### src/rtl/frame_feeder.sv
// Frame feeder: buffers one frame of samples, streams it to a downstream filter,
// then waits (bounded) for the filter result and holds it for a consumer.
module frame_feeder #(
  parameter int FRAME_LEN = 10,
  parameter int TIMEOUT   = 15
) (
  input  logic               clk,
  input  logic               reset,
  input  logic               in_valid,
  input  logic signed [8:0]  in_data,
  output logic               in_ready,
  output logic signed [8:0]  sig,
  output logic               run,
  input  logic signed [18:0] filter_out,
  input  logic               out_sig,
  output logic               res_valid,
  input  logic               res_ready,
  output logic signed [18:0] res_data,
  output logic               timeout_err,
  output logic [7:0]         frame_cnt
);

  localparam int CW = 4;
  localparam int WW = (TIMEOUT < 2) ? 1 : $clog2(TIMEOUT + 1);

  typedef enum logic [1:0] {LOAD, STREAM, WAIT, HOLD} state_t;

  state_t                   state_q;
  logic [CW-1:0]            wr_cnt_q, rd_cnt_q;
  logic [WW-1:0]            wait_cnt_q;
  logic                     run_q, res_valid_q, timeout_err_q;
  logic signed [8:0]        sig_q;
  logic signed [18:0]       res_data_q;
  logic [7:0]               frame_cnt_q;
  logic signed [8:0]        buf_q [FRAME_LEN];

  logic [CW-1:0]            wr_cnt_d, rd_cnt_d;
  logic [WW-1:0]            wait_cnt_d;
  logic [7:0]               frame_cnt_d;

  assign wr_cnt_d    = wr_cnt_q + CW'(1);
  assign rd_cnt_d    = rd_cnt_q + CW'(1);
  assign wait_cnt_d  = wait_cnt_q + WW'(1);
  assign frame_cnt_d = frame_cnt_q + 8'd1;

  assign in_ready    = (state_q == LOAD);
  assign sig         = sig_q;
  assign run         = run_q;
  assign res_valid   = res_valid_q;
  assign res_data    = res_data_q;
  assign timeout_err = timeout_err_q;
  assign frame_cnt   = frame_cnt_q;

  // Sample storage is only written while loading, so a frame cannot be
  // overwritten while it is being streamed out.
  always_ff @(posedge clk) begin
    if (!reset && state_q == LOAD && in_valid) begin
      buf_q[wr_cnt_q] <= in_data;
    end
  end

  always_ff @(posedge clk) begin
    if (reset) begin
      state_q       <= LOAD;
      wr_cnt_q      <= '0;
      rd_cnt_q      <= '0;
      wait_cnt_q    <= '0;
      run_q         <= 1'b0;
      sig_q         <= '0;
      res_valid_q   <= 1'b0;
      res_data_q    <= '0;
      timeout_err_q <= 1'b0;
      frame_cnt_q   <= '0;
    end else begin
      timeout_err_q <= 1'b0;
      case (state_q)
        LOAD: begin
          // The first streamed sample is presented on the first STREAM cycle;
          // slot 0 is never the one being written on the final accept.
          if (in_valid) begin
            if (wr_cnt_q == CW'(FRAME_LEN - 1)) begin
              wr_cnt_q <= '0;
              rd_cnt_q <= CW'(1);
              run_q    <= 1'b1;
              sig_q    <= buf_q[0];
              state_q  <= STREAM;
            end else begin
              wr_cnt_q <= wr_cnt_d;
            end
          end
        end
        STREAM: begin
          if (rd_cnt_q == CW'(FRAME_LEN)) begin
            rd_cnt_q   <= '0;
            run_q      <= 1'b0;
            sig_q      <= '0;
            wait_cnt_q <= '0;
            state_q    <= WAIT;
          end else begin
            sig_q    <= buf_q[rd_cnt_q];
            rd_cnt_q <= rd_cnt_d;
          end
        end
        WAIT: begin
          // A result arriving in the last allowed cycle beats the timeout.
          if (out_sig) begin
            res_data_q  <= filter_out;
            res_valid_q <= 1'b1;
            wait_cnt_q  <= '0;
            state_q     <= HOLD;
          end else if (wait_cnt_q == WW'(TIMEOUT - 1)) begin
            timeout_err_q <= 1'b1;
            wait_cnt_q    <= '0;
            state_q       <= LOAD;
          end else begin
            wait_cnt_q <= wait_cnt_d;
          end
        end
        HOLD: begin
          if (res_ready) begin
            res_valid_q <= 1'b0;
            frame_cnt_q <= frame_cnt_d;
            state_q     <= LOAD;
          end
        end
        default: state_q <= LOAD;
      endcase
    end
  end

endmodule

### config.mk
export PLATFORM = sky130hd
export DESIGN_NAME = frame_feeder
export DESIGN_NICKNAME = d
export VERILOG_FILES = /design/src/rtl/frame_feeder.sv
export SDC_FILE = /design/constraint.sdc
export NUM_CORES = 1
export LEC_CHECK = 0
export BUFFER_PORTS_ARGS = -buffer_cell sky130_fd_sc_hd__buf_2
export CORE_ASPECT_RATIO = 0.6
export CORE_UTILIZATION = 50
export CTS_CLUSTER_SIZE = 25
export DETAILED_ROUTE_END_ITERATION = 10
export PLACE_DENSITY_LB_ADDON = 0.05
export SLEW_MARGIN = 20
export SYNTH_ARGS = -nofsm -noshare
export SYNTH_HDL_FRONTEND = slang
export SYNTH_SLANG_ARGS = --single-unit
### constraint.sdc
create_clock -name clk -period 5.1 [get_ports clk]
set_input_delay 0.765 -clock clk [delete_from_list [all_inputs] [get_ports clk]]
set_output_delay 0.765 -clock clk [all_outputs]
set_load 0.02 [all_outputs]
# Word-level counts from Yosys, hierarchy flattened
# Memory sizes are Yosys's and may differ from the RTL's. A register that Yosys moved wholly into a read port is not among the register bits.
# Cells that the tools add are included.
# W data, S select, Z words.
[totals]
n_memories = 1
latchBits = 0
romBits = 0
ram_bits = 90
out_inout_bits = 40
elab_cells = 76
regBits = 53
[memory_table]
columns = ["name", "words", "word_bits", "read_ports", "rd_ports_with_merged_regs", "wr", "line", "source"]
rows = [
  ["buf_q", 10, 9, 2, 1, 1, "35", "logic signed [8:0] buf_q [FRAME_LEN];"],
]
[op_classes]
eq_ne = 12
div_mod_pow = 0
mux = 32
add_sub_neg = 4
shifts = 0
mul = 0
magnitude_cmp = 0
n_bitwise = 1
reduce_logical = 16
[ops]
columns = ["operator", "count"]
rows = [
  ["$mux W4", 9],
  ["$mux W9", 3],
  ["$pmux W9 S2", 1],
  ["$pmux W4 S2", 2],
  ["$add A4 B1 Y4 const B", 3],
  ["$eq A4 B4 Y1 const B", 3],
  ["$mux W2", 6],
  ["$add A8 B1 Y8 const B", 1],
  ["$mux W1", 8],
  ["$ne A2 B2 Y1 const B", 4],
  ["$pmux W2 S4", 1],
  ["$reduce_and A2 Y1", 4],
  ["$reduce_and A3 Y1", 2],
  ["$reduce_bool A2 Y1", 3],
  ["$reduce_and A5 Y1", 1],
  ["$eq A2 B2 Y1 const B", 2],
  ["$pmux W1 S2", 2],
  ["$reduce_and A4 Y1", 1],
  ["$ne A3 B3 Y1 const B", 1],
  ["$reduce_or A3 Y1", 1],
  ["$eq A2 B1 Y1 const B", 1],
  ["$logic_and A1 B1 Y1", 2],
  ["$logic_not A2 Y1", 1],
  ["$ne A2 B1 Y1 const B", 1],
  ["2 further kinds", 2],
]

# Depth between registers and ports, before layout
[logic_depth]
word_depth = 6
ltp_mapped = 8

# Worst setup path before layout
# OpenSTA, ideal clock, no wires.
[synth_path]
path_kind = "in2reg"
start = "in reset"
end = "mem buf_q[8][0], enable pin"
cell_stages = 5
n_path_buf = 2
t_required_ns = 4.713
t_arrival_ns = 2.016
slack_ns = 2.697
cell_sequence = "clkbuf_1 > inv_1 > clkbuf_1 > nand3_1 > nor3_1"
[synth_via]
elab_chain_len = 5
[synth_lines]
columns = ["item", "line", "source"]
rows = [
  ["start, declared", "8", "input logic reset,"],
  ["$logic_not A1 Y1", "57", "if (!reset && state_q == LOAD && in_valid) begin"],
  ["$logic_and A1 B1 Y1 (2 in series)", "57", ""],
  ["$mux W1", "57", ""],
  ["$mux W1 (not written as such)", "58", "buf_q[wr_cnt_q] <= in_data;"],
  ["end, declared", "35", ""],
]
# No other way between the ends.

# Worst setup path after layout
[layout_path]
start = "reg wr_cnt_q[0]"
end = "mem buf_q[9][8], enable pin"
[layout_rtl]
columns = ["item", "line", "source"]
rows = [
  ["start, declared", "29", "logic [CW-1:0] wr_cnt_q, rd_cnt_q;"],
  ["start signal, assigned", "88", "wr_cnt_q <= wr_cnt_d;"],
]
# Straight into the memory's write port.

==> key figures <==
Clock network
  – CTS tree: done
  – Reg clk slew, reported paths: 60 ps
  – Post-CTS Setup Bufs: 0
  – Clock root cell: clkbuf_16
  – Resize count post-CTS: 0
  – Clock sink total: 147
  – CTS buffer count: 17
  – H-tree depth: 4
  – Hold buffer count at cts: 0
  – CTS max path bufs: 2
  – Later-pin clock latency in the skew report: 420 ps

Power
  – Switching Fraction: 19.8%
  – Switching power: 523 uW
  – Lkg Pwr: 2.47 nW
  – Clock network power share: 49.3%
  – Reg power frac: 48.5%
  – Tot Pwr: 2.64 mW
  – Logic gate share of total power: 2.3%
  – Maximum vdd drop: 0.000215 V
  – Pwr Density: 372 nW/um2
  – Pint: 2.11 mW

Cells and area
  – Share of cells above drive strength 1: 18.6%
  – Layout Nets: 605
  – Synth-to-Final Area Change: 17.8%
  – Diodes inserted: 0
  – Final core utilization: 61.6%
  – Finished Layout Cells: 740
  – Fill cells: 942

STA
  – Max-slew violation count: 0
  – Tmin final: 2470 ps
  – Final period utilization: 48.4%
  – Clock Skew: 10.7 ps
  – Setup TNS: 0 ps
  – F_max: 405 MHz
  – RSZ-0062 raised after global routing: no
  – Setup violators final: 0
  – Slew HR: 43.2%
  – Fin. Hold Viols: 0
  – Slew @ Worst Pin: 849 ps

Placed design
  – Hpwl dp: 9590 um
  – Placed cell count: 708
  – PortBufs: 72
  – Routability cong.: 0.866

Synth
  – Netlist cell types: 37
  – Post-synth EDFFs: 90
  – Seq/Total Area, Yosys: 63.8%
  – Synth top area cells: edfxtp_1 45%, dfxtp_1 19%, mux2i_1 7.8%
  – Synthesized Nets: 545
  – Post-Synthesis Cells: 507
  – Yosys warnings: 0
  – Top-count cell post-synth: edfxtp_1
  – Synth top cells by count: 90 x edfxtp_1, 60 x nand2_1, 57 x dfxtp_1, 47 x mux2i_1, 41 x a21oi_1
  – Synthesized area: 6020 um2
  – Mapped Avg Cell Area: 11.9 um2
  – Asr flop ratio synth: 0%
  – Post-synth top area share: 44.9%
  – Synth area leader: edfxtp_1
  – Yosys reg bits: 147
  – Most used DFF post-synth: edfxtp_1

Detailed routing
  – DR vias: 4122
  – Antenna Violating Nets Remaining: 0
  – Drt initial violations: 421
  – Initial DRT Pass Iterations: 5
  – Total routed wirelength: 14100 um
  – Drt via density: 5.57
  – Drt drc: 0
  – Avg WL per Cell: 19.1 um

Die
  – Die Area: 12500 um2
  – Chip width: 144 um
  – Num rows: 30
  – Die H: 87.0 um
  – Initial core utilization: 52.3%
  – Core ar.: 11500 um2
  – Ports: 73

Setup path
  – Highest-delay cell along the critical path: nor2b_1
  – Endpoint class of the critical path: register
  – Worst path max stage delay: 560 ps
  – Req. time, crit path: 5160 ps
  – Arrival time worst endpoint: 2520 ps
  – Worst Path Max Fanout: 13
  – Startpoint Class: register
  – Worst path bufs/invs: 0
  – Crit Path Class: register to register
  – Top delay family on crit path: simple AND/OR/NAND/NOR gates
  – Crit path cell chain: nor2b_1 > and2_1 > and3_1

GRT
  – Initial antenna violation count: 0
  – Largest net degree at the start of global routing: 46
  – Global Route Usage Sum: 23.8%
  – GRT Residual Overflow: 0
  – Vias in the first global route: 3778
  – First-pass GRT wire length: 21200 um

Hold path
  – Hold WC Path Type: register to register

Outcome
  – Status: finished clean

Run
  – Number of max-cap violations: 0
## flip-flops by register name (all words and copies together) (netlist names), named ones only
signal	count
timeout_err	1
buf_q	90
state_q	2
frame_cnt	8
wr_cnt_q	4
res_data	19
rd_cnt_q	4
res_valid	1
run	1
sig	9
wait_cnt_q	4
## worst paths after layout
kind / start / to / slack, ps / cells past startpoint
max reg2reg: wr_cnt_q[0] / buf_q[9][8] / 2630 / 3
min: res_valid / res_valid / 450 / 2
min reg2reg: res_valid / res_valid / 450 / 2
max: wr_cnt_q[0] / buf_q[9][8] / 2630 / 3
## placed cells by master (no fill, tap or decap), types with 2 or more instances in the layout
cell,count
buf_4,3
edfxtp_1,90
nand3_1,8
a31oi_1,9
and2_1,4
nor3_2,2
and3_1,3
a211oi_1,12
xnor2_1,3
o21ai_0,7
nor3_1,15
a311oi_1,3
clkbuf_1,3
nand2_1,60
and3b_1,2
inv_1,3
dfxtp_1,56
a21oi_1,41
o311ai_0,9
clkbuf_8,3
a22oi_1,18
nor2b_1,4
buf_2,72
nor2_1,37
xor2_1,5
or3_1,3
nand4_1,4
ha_1,5
clkbuf_16,21
mux2i_1,47
nand2b_1,14
## worst min-delay path: cells and delay by family (launching register included)
family / cells / cell delay (ps)
DFF: 1 / 300
AOI/OAI and AO/OA: 1 / 50
and+or+nand+nor: 1 / 50
## metrics by stage
stage	hold slack [ps]	area, um2	setup slack, ps
after floorplan	447	6020	2700
after global placement	438	6450	2140
after detailed placement	446	6450	2000
after CTS	454	7080	2420
after global routing	472	7090	2460
final	449	7090	2630
## power groups by stage
stage / Sequential [mW] / Combinational [mW] / Clock [mW]
after floorplan: 1.30 / 0.0278 / 0
after global routing: 1.28 / 0.0655 / 1.36
after CTS: 1.28 / 0.0592 / 1.32
final: 1.28 / 0.0598 / 1.30
after global placement: 1.30 / 0.0575 / 0
after detailed placement: 1.30 / 0.0592 / 0
## area by class of cell
class,count,area [um2],share of cell area [%]
Inverter,3,11.3,0.159
Sequential cell,147,3840,54.2
Clock inverter,5,55.1,0.776
Timing Repair Buffer,75,383,5.40
Multi-Input combinational cell,323,2020,28.5
Tap cell,160,200,2.82
Clock buffer,27,578,8.15
## cell families (layout without fill, tap and decap cells)
| logic type | after synthesis | count (layout) | synth area share [%] |
|---|---|---|---|
| muxes | 47 | 47 | 7.81 |
| adders and majority gates | 5 | 5 | 1.04 |
| buffers and inverters | 37 | 110 | 2.80 |
| AOI/OAI and AO/OA | 101 | 101 | 10.7 |
| xor gates and xnor gates | 8 | 8 | 1.16 |
| and+or+nand+nor | 162 | 162 | 12.6 |
| DFF | 147 | 147 | 63.8 |
## per-layer routing
layer	vias to the layer above	global-route usage, %	share of wire, %
met2	153	31.8	40
li1	1983	-	-
met4	0	6.38	0.69
met3	9	7.64	7.7
met5	-	0	0
met1	1977	36.5	52
Note: power is estimated with default switching activity, not from simulation.
